$ cat config.mk
export PLATFORM = sky130hd
export DESIGN_NAME = serial_subtractor
export DESIGN_NICKNAME = d
export VERILOG_FILES = /design/src/rtl/serial_subtractor.sv
export SDC_FILE = /design/constraint.sdc
export NUM_CORES = 1
export LEC_CHECK = 0
export BUFFER_PORTS_ARGS = -buffer_cell sky130_fd_sc_hd__buf_2
export CORE_ASPECT_RATIO = 0.6
export CORE_MARGIN = 2
export CORE_UTILIZATION = 54
export DETAILED_ROUTE_END_ITERATION = 8
export GPL_TIMING_DRIVEN = 0
export MAX_ROUTING_LAYER = met4
export PLACE_DENSITY = 0.84
export SLEW_MARGIN = 15
export SYNTH_ARGS = -nofsm -noshare
export SYNTH_HDL_FRONTEND = slang
export SYNTH_SLANG_ARGS = --single-unit
$ cat constraint.sdc
create_clock -name clk -period 1.4 [get_ports clk]
set_input_delay 0.07 -clock clk [delete_from_list [all_inputs] [get_ports clk]]
set_output_delay 0.07 -clock clk [all_outputs]
set_load 0.005 [all_outputs]
$ cat src/rtl/serial_subtractor.sv
// serial_subtractor
//   Bit-serial unsigned subtractor. Computes D = A - B (mod 2^WIDTH) one bit
//   per clock, LSB first, with a registered borrow. BOUT is the final borrow,
//   set iff A < B.
//
// Handshake semantics (both interfaces): a transfer happens on a rising edge
//   where valid and ready are both high. in_ready and out_valid are registered
//   state flags, so neither depends combinationally on the opposite side.
//
// Ports:
//   clk          rising-edge clock
//   rst          synchronous active-high reset
//   in_valid     operands A/B presented
//   in_ready     block accepts operands (high only in IDLE)
//   A, B         minuend / subtrahend, sampled on the input handshake
//   out_valid    D/BOUT valid (high only in DONE)
//   out_ready    consumer accepts the result
//   D            difference, held until the next operation completes
//   BOUT         final borrow
//   o_dbg_state  current FSM state (0=IDLE, 1=SHIFT, 2=DONE)
module serial_subtractor #(
  parameter int WIDTH = 8
) (
  input  logic             clk,
  input  logic             rst,
  input  logic             in_valid,
  output logic             in_ready,
  input  logic [WIDTH-1:0] A,
  input  logic [WIDTH-1:0] B,
  output logic             out_valid,
  input  logic             out_ready,
  output logic [WIDTH-1:0] D,
  output logic             BOUT,
  output logic [1:0]       o_dbg_state
);

  // Counter holds 0..WIDTH without wrapping.
  localparam int CW = $clog2(WIDTH + 1);
  localparam logic [CW-1:0] LAST = CW'(WIDTH - 1);

  typedef enum logic [1:0] {
    IDLE  = 2'd0,
    SHIFT = 2'd1,
    DONE  = 2'd2
  } state_t;

  state_t           r_state;
  logic [WIDTH-1:0] r_a_sh;
  logic [WIDTH-1:0] r_b_sh;
  logic [WIDTH-1:0] r_res_sh;
  logic [CW-1:0]    r_cnt;
  logic             r_borrow;
  logic             r_in_ready;
  logic             r_out_valid;
  logic [WIDTH-1:0] r_d;
  logic             r_bout;

  logic             w_d_bit;
  logic             w_borrow_next;
  logic [WIDTH-1:0] w_res_next;

  // One full-subtractor slice on the current LSBs.
  assign w_d_bit       = r_a_sh[0] ^ r_b_sh[0] ^ r_borrow;
  assign w_borrow_next = (~r_a_sh[0] & r_b_sh[0]) |
                         (~(r_a_sh[0] ^ r_b_sh[0]) & r_borrow);
  // New difference bit enters at the MSB; after WIDTH shifts bit i is diff bit i.
  assign w_res_next    = (r_res_sh >> 1) | (WIDTH'(w_d_bit) << (WIDTH - 1));

  always_ff @(posedge clk) begin
    if (rst) begin
      r_state     <= IDLE;
      r_a_sh      <= '0;
      r_b_sh      <= '0;
      r_res_sh    <= '0;
      r_cnt       <= '0;
      r_borrow    <= 1'b0;
      r_in_ready  <= 1'b1;
      r_out_valid <= 1'b0;
      r_d         <= '0;
      r_bout      <= 1'b0;
    end else begin
      case (r_state)
        IDLE: begin
          if (in_valid) begin
            r_a_sh     <= A;
            r_b_sh     <= B;
            r_res_sh   <= '0;
            r_borrow   <= 1'b0;
            r_cnt      <= '0;
            r_in_ready <= 1'b0;
            r_state    <= SHIFT;
          end
        end
        SHIFT: begin
          r_a_sh   <= r_a_sh >> 1;
          r_b_sh   <= r_b_sh >> 1;
          r_res_sh <= w_res_next;
          r_borrow <= w_borrow_next;
          r_cnt    <= r_cnt + CW'(1);
          if (r_cnt == LAST) begin
            r_d         <= w_res_next;
            r_bout      <= w_borrow_next;
            r_out_valid <= 1'b1;
            r_state     <= DONE;
          end
        end
        DONE: begin
          // Result stays put until the consumer takes it.
          if (out_ready) begin
            r_out_valid <= 1'b0;
            r_in_ready  <= 1'b1;
            r_state     <= IDLE;
          end
        end
        default: begin
          r_out_valid <= 1'b0;
          r_in_ready  <= 1'b1;
          r_state     <= IDLE;
        end
      endcase
    end
  end

  assign in_ready    = r_in_ready;
  assign out_valid   = r_out_valid;
  assign D           = r_d;
  assign BOUT        = r_bout;
  assign o_dbg_state = r_state;

endmodule

==> results of run 1 <==
[final timing paths]
path / to / slack [ns] / cells after the start
setup / recovery: D[1]$_SDFFE_PP0P_ / 0.05 / 5
hold / removal: r_a_sh[7]$_SDFFE_PP0P_ / 0.02 / 3
hold reg to reg: D[5]$_SDFFE_PP0P_ / 0.48 / 2
setup reg to reg: D[1]$_SDFFE_PP0P_ / 0.05 / 5
[worst max-delay path, stage by stage, from the launching register on]
cell and delay [ns]:
sky130_fd_sc_hd__dfxtp_1 0.38, sky130_fd_sc_hd__ha_2 0.23, sky130_fd_sc_hd__and4b_2 0.29, sky130_fd_sc_hd__buf_6 0.15
sky130_fd_sc_hd__nand3_1 0.09, sky130_fd_sc_hd__a21oi_2 0.14
[flip-flops by register name (all words and copies together) (netlist names), 2 cells and up]
signal,count
r_b_sh,8
r_res_sh,7
r_a_sh,8
r_cnt,4
o_dbg_state,2
D,8
[cell type report]
class	instances	area, µm²	share of cell area (%)
multi-input combinational	132	795	38.7
sequential	41	823	40.1
clock buffer	6	72.6	3.54
buffer	16	110	5.37
tap	42	52.6	2.56
timing repair buffer	33	170	8.29
inverter	4	18.8	0.915
clock inverter	2	10.0	0.488
[cell usage after synthesis (3+ instances only)]
| cell type | n |
|---|---|
| sky130_fd_sc_hd__dfxtp_1 | 41 |
| sky130_fd_sc_hd__nor2_1 | 40 |
| sky130_fd_sc_hd__a211oi_1 | 13 |
| sky130_fd_sc_hd__a21oi_1 | 12 |
| sky130_fd_sc_hd__o2bb2ai_1 | 12 |
| sky130_fd_sc_hd__a22oi_1 | 10 |
| sky130_fd_sc_hd__nand3_1 | 10 |
| sky130_fd_sc_hd__o21ai_0 | 8 |
| sky130_fd_sc_hd__clkbuf_1 | 7 |
| sky130_fd_sc_hd__nor3_1 | 4 |
| sky130_fd_sc_hd__buf_2 | 3 |
| sky130_fd_sc_hd__buf_4 | 3 |
| sky130_fd_sc_hd__nand2_1 | 3 |
[cell families after synthesis]
family | synth area share, %
fa+ha+maj | 1.89
flops | 47.6
simple gates | 16.4
buf+inv | 7.03
compound gates | 26.5
mux | 0.580
[power by group]
part	leakage (µW)	switching [µW]	internal, µW
registers	0.000336	35.9	1220
clock network	0.0000450	402	345
logic	0.000436	148	120
total	0.000817	585	1680
[repair_timing]
item | in CTS | in global routing
buffers inserted | 1 | 1
pin swaps | 1 | 0
setup endpoints to repair | 8 | 34
resized for setup | 1 | 7
[routing by layer]
| metal | track usage, % | vias up |
|---|---|---|
| li1 | - | 781 |
| met2 | 35.1 | 64 |
| met1 | 35.1 | 747 |
| met4 | 12.5 | 0 |
| met5 | - | - |
| met3 | 5.28 | 8 |
[per-stage QoR]
stage / hold slack [ns] / TNS, ns / worst slack, ns / util, %
2_1_floorplan: 0.218 / 0 / 0.208 / -
3_3_place_gp: 0.312 / 0 / 0.00435 / 65.6
3_5_place_dp: 0.337 / -0.0375 / -0.0162 / 65.6
4_1_cts: 0.0210 / 0 / 0.0169 / 68.7
5_1_grt: 0.0423 / -0.0280 / -0.0111 / 69.6
6_report: 0.0223 / 0 / 0.0501 / 69.6
==> out/qor.log, run 1 <==
qor: drt.vias_per_cell 5.80
qor: finish.num-nets-final 255
qor: die.placementRows 15
qor: timing.worst_clock_skew 0.00587 ns
qor: global_route.grt.total_usage 25.2%
qor: clock_network.cts_stage_hold_buffer_count 0
qor: yosys.synthDistinctLibCells 35
qor: place.placed_cell_area 1930 µm²
qor: drt.via_count 1600
qor: yosys.async_flop_share 0%
qor: yosys.synth-edff-count 0
qor: place.place.detailed.instances 266
qor: die.io_pins 33
qor: setup_path.crit_path_start r_cnt[0]$_SDFFE_PP0P_
qor: setup_path.startpoint_kind_of_the_worst_setup_timing_path flop
qor: yosys.synth.largest_area_cell sky130_fd_sc_hd__dfxtp_1
qor: global_route.grt-ovfl-total 0
qor: timing.achievable-frequency 0.741 GHz
qor: hold_path.hp-class in2reg
qor: drt.drt_first_iter_violations 126
qor: global_route.grt_pass1_vias 1430
qor: place.dp_hpwl 2820 µm
qor: finish.mostFrequentLayoutCells sky130_fd_sc_hd__nor2_1, sky130_fd_sc_hd__dfxtp_1, sky130_fd_sc_hd__buf_2
qor: drt.wl_met2 1630 µm
qor: clock_network.cts-htree-levels 2
qor: setup_path.worstPathArrival 1.58 ns
qor: yosys.synth_area 1730 µm²
qor: yosys.synth.yosys.seq_area_share 47.6%
qor: global_route.number_of_antenna_violations_at_the_first_check_in_global_routing 0
qor: die.die_area 3680 µm²
qor: die.die-width 77.0 µm
qor: yosys.yosysWarnings 0
qor: finish.postLayoutCellArea 2050 µm²
qor: setup_path.r2r_start r_cnt[0]$_SDFFE_PP0P_
qor: drt.drc_errors 0
qor: clock_network.tritoncts done
qor: yosys.syn-num-nets 215
qor: drt.post_drt_wl_per_cell 14.9 µm
qor: drt.detail_route.first_pass.iterations 4
qor: yosys.synth-seq-cells 41
qor: setup_path.crit_required 1.63 ns
qor: clock_network.tritoncts.num_buffers 5
qor: timing.min_period_over_period 96.4%
qor: drt.postRouteAntennaNets 0
qor: drt.routed.top_layer met4
qor: finish.layout.cells.most_common sky130_fd_sc_hd__nor2_1
qor: finish.fillers 247
qor: timing.timing_hold_violations_final 0
qor: power_and_ir_drop.power-per-cell-area 1110 nW/µm²
qor: yosys.syn_avg_cell_area 8.94 µm²
qor: yosys.netlist.area_leader.share 47.6%
qor: timing.post-route-min-period 1.35 ns
qor: clock_network.skew_pair_late_insertion_delay 0.30 ns
qor: die.die-height 47.8 µm
qor: global_route.maximum_number_of_pins_on_one_net_before_global_route_repair 13
qor: drt.total_routed_wirelength 4120 µm
qor: hold_path.worstHoldStart A[7]
qor: flow_run.drv.max_cap_violation_count 0
qor: clock_network.cts_buffer_depth 2
qor: yosys.yosys-top-cells-area sky130_fd_sc_hd__dfxtp_1, sky130_fd_sc_hd__nor2_1, sky130_fd_sc_hd__o2bb2ai_1, sky130_fd_sc_hd__a211oi_1, sky130_fd_sc_hd__a22oi_1
qor: timing.worst_slew_pin_slew 0.545 ns
qor: timing.report.final.setup_viol 0
qor: clock_network.clk_pin_slew 0.08 ns
qor: setup_path.endpoint_kind flop
qor: power_and_ir_drop.total_power 2270 µW
qor: power_and_ir_drop.p_leak 0.000817 µW
qor: setup_path.worstSetupPathType reg2reg
qor: timing.timing.max_slew.rel_slack 63.6%
qor: timing.max_slew_violations 0
qor: yosys.netlist_instances 193
qor: clock_network.cts-root-buf sky130_fd_sc_hd__clkbuf_8
qor: drt.detail_route.wirelength.met1 2080 µm
qor: die.floorplan.core_area 2950 µm²
qor: clock_network.tritoncts_num_sinks 41
qor: setup_path.worstPathMaxFanout 10
qor: finish.drive_above_1_share 24.8%
qor: run_status.outcome completed
qor: global_route.grt_first_pass_wirelength 6740 µm
qor: place.place.gp.congestion 0.808
qor: place.port_buffers 31
qor: finish.final_cells 276
qor: power_and_ir_drop.peak_ir_drop_on_the_vdd_network 0.670 mV
qor: drt.dr_wl_met3 350 µm
qor: finish.syn_to_final_growth 18.9%
qor: yosys.synthFlopType sky130_fd_sc_hd__dfxtp_1
qor: finish.antennaDiodeCount 0
qor: die.initial_utilization 58.6%
Power figures use the tool's default switching activity.
==> run 2, diff against run 1 <==
--- a/config.mk
+++ b/config.mk
@@ -6,6 +6,7 @@
 export NUM_CORES = 1
 export LEC_CHECK = 0
 export BUFFER_PORTS_ARGS = -buffer_cell sky130_fd_sc_hd__buf_2
+export CAP_MARGIN = 20
 export CORE_ASPECT_RATIO = 0.6
 export CORE_MARGIN = 2
 export CORE_UTILIZATION = 54
@@ -13,6 +14,7 @@
 export GPL_TIMING_DRIVEN = 0
 export MAX_ROUTING_LAYER = met4
 export PLACE_DENSITY = 0.84
+export SETUP_SLACK_MARGIN = 0.15
 export SLEW_MARGIN = 15
 export SYNTH_ARGS = -nofsm -noshare
 export SYNTH_HDL_FRONTEND = slang
==> out/qor.log, run 2 (synthesis results as in run 1) <==
qor: run_status.outcome completed
qor: timing.grt_setup_unrepaired yes
qor: die.die_area 3680 µm² [unchanged]
qor: die.floorplan.core_area 2950 µm² [unchanged]
qor: clock_network.skew_pair_late_insertion_delay 0.30 ns [about the same]
qor: finish.syn_to_final_growth 24.0%
qor: die.placementRows 15 [unchanged]
qor: place.port_buffers 31 [unchanged]
qor: die.die-width 77.0 µm [unchanged]
qor: clock_network.cts_buffer_depth 2 [unchanged]
qor: finish.drive_above_1_share 29.5% [+4.7 points]
qor: global_route.number_of_antenna_violations_at_the_first_check_in_global_routing 0 [unchanged]
qor: place.dp_hpwl 2820 µm [unchanged]
qor: drt.drc_errors 0 [unchanged]
qor: clock_network.cts_stage_hold_buffer_count 0 [unchanged]
qor: clock_network.cts-htree-levels 2 [unchanged]
qor: finish.antennaDiodeCount 0 [unchanged]
qor: setup_path.crit_required 1.57 ns [-0.06 ns]
qor: place.place.gp.congestion 0.808 [unchanged]
qor: timing.post-route-min-period 1.26 ns [-0.0916 ns]
qor: timing.report.final.setup_viol 0 [unchanged]
qor: timing.worst_clock_skew 0.00845 ns [+0.00258 ns]
qor: clock_network.cts-root-buf sky130_fd_sc_hd__clkbuf_8
qor: global_route.grt_pass1_vias 1473 [+3.0%]
qor: timing.achievable-frequency 0.795 GHz [+7.3%]
qor: finish.num-nets-final 258 [+1.2%]
qor: drt.detail_route.first_pass.iterations 5 [+1]
qor: setup_path.critical_path.slowest_cell sky130_fd_sc_hd__dfxtp_4
qor: clock_network.tritoncts_num_sinks 41 [unchanged]
qor: power_and_ir_drop.p_leak 0.000853 µW [+4.3%]
qor: flow_run.drv.max_cap_violation_count 0 [unchanged]
qor: global_route.grt.total_usage 26.1% [+0.93 points]
qor: global_route.grt_first_pass_wirelength 6980 µm [+3.6%]
qor: die.initial_utilization 58.6% [unchanged]
qor: setup_path.crit_path_cell_trace buf_8 -> nand4b_1 -> buf_4 -> o21ai_0 -> a21oi_2
qor: die.die-height 47.8 µm [unchanged]
qor: finish.mostFrequentLayoutCells sky130_fd_sc_hd__nor2_1, sky130_fd_sc_hd__dfxtp_1, sky130_fd_sc_hd__buf_2
qor: drt.via_count 1659 [+3.7%]
qor: timing.timing_hold_violations_final 0 [unchanged]
qor: power_and_ir_drop.total_power 2290 µW [+0.75%]
qor: drt.vias_per_cell 5.95 [+2.6%]
qor: setup_path.worstPathArrival 1.43 ns [-0.15 ns]
qor: power_and_ir_drop.power-per-cell-area 1070 nW/µm² [-3.4%]
qor: drt.postRouteAntennaNets 0 [unchanged]
qor: drt.total_routed_wirelength 4390 µm [+6.5%]
qor: finish.layout.cells.most_common sky130_fd_sc_hd__nor2_1
qor: global_route.grt-ovfl-total 0 [unchanged]
qor: hold_path.hp-class in2reg
qor: setup_path.startpoint_kind_of_the_worst_setup_timing_path flop
qor: timing.timing.max_slew.rel_slack 62.1% [-1.5 points]
qor: setup_path.worstSetupPathType reg2reg
qor: timing.max_slew_violations 0 [unchanged]
qor: hold_path.worstHoldStart A[7]
qor: die.io_pins 33 [unchanged]
qor: clock_network.clk_pin_slew 0.08 ns [about the same]
qor: drt.drt_first_iter_violations 214 [+70%]
qor: clock_network.tritoncts done
qor: setup_path.r2r_start o_dbg_state[0]$_SDFFE_PP0P_
qor: setup_path.endpoint_kind flop
qor: setup_path.crit_path_max_incr_delay 0.41 ns [+0.03 ns]
qor: timing.min_period_over_period 89.9% [-6.5 points]
qor: finish.final_core_utilization 72.6% [+3.0 points]
qor: setup_path.crit_path_start o_dbg_state[0]$_SDFFE_PP0P_
qor: timing.holdWs 0.0227 ns [+0.000384 ns]
qor: drt.post_drt_wl_per_cell 15.7 µm [+5.4%]
qor: timing.worst_slew_pin_slew 0.568 ns [+0.0230 ns]
qor: clock_network.tritoncts.num_buffers 5 [unchanged]
qor: power_and_ir_drop.peak_ir_drop_on_the_vdd_network 0.698 mV [+4.2%]
qor: setup_path.worstPathMaxFanout 10 [unchanged]
qor: global_route.maximum_number_of_pins_on_one_net_before_global_route_repair 13 [unchanged]
## run 2: timing repair
action,in CTS,in global routing
setup endpoints to repair,36,36
gates cloned,1,0
pin swaps,4,4
buffers inserted,3,1
gates resized for setup,12,16
hold endpoints to repair,0,0
## run 2: area by class of cell
type | count | area [µm²]
multi-input combinational | 132 | 842
sequential | 41 | 835
fill | 232 | 807
timing repair buffer | 36 | 193
buffer | 16 | 119
clock buffer | 6 | 72.6
tap | 42 | 52.6
inverter | 4 | 16.3
clock inverter | 2 | 10.0
## run 2: worst paths after layout
check                           endpoint  slack [ns]  cells past startpoint
setup / recovery       D[1]$_SDFFE_PP0P_        0.14                      5
hold / removal    r_a_sh[7]$_SDFFE_PP0P_        0.02                      3
setup reg to reg       D[1]$_SDFFE_PP0P_        0.14                      5
hold reg to reg        D[5]$_SDFFE_PP0P_        0.48                      2
## run 2: stage by stage
stage                     cells  setup slack [ns]  cell area [µm²]  TNS [ns]
after floorplan             193             0.208             1730         0
after global placement      266           0.00435             1930         0
after detailed placement    266           -0.0162             1930   -0.0375
after CTS                   278             0.144             2080         0
after global routing        279            0.0836             2140         0
final                       279             0.142             2140         0
## run 2: power by group
group | switching [µW] | total [µW] | internal, µW
Combinational | 153 | 281 | 128
Clock | 405 | 750 | 346
Sequential | 38.8 | 1250 | 1220
Total | 596 | 2290 | 1690
## run 2: metal layers
layer  GRT usage (%)  vias to the layer above  wire [µm]  share of wire, %
li1                -                      782          -                 -
met1            35.5                      776       2060                47
met2            37.4                       93       1860                42
met3            5.47                        8        413               9.4
met4            13.6                        0         61               1.4
met5               -                        -          0                 0
## run 2: worst max-delay path: cells and delay by family (launching register included)
| kind | cells | cell delay [ns] |
|---|---|---|
| DFF | 1 | 0.41 |
| buffers and inverters | 2 | 0.33 |
| AOI/OAI and AO/OA | 2 | 0.29 |
| and+or+nand+nor | 1 | 0.10 |
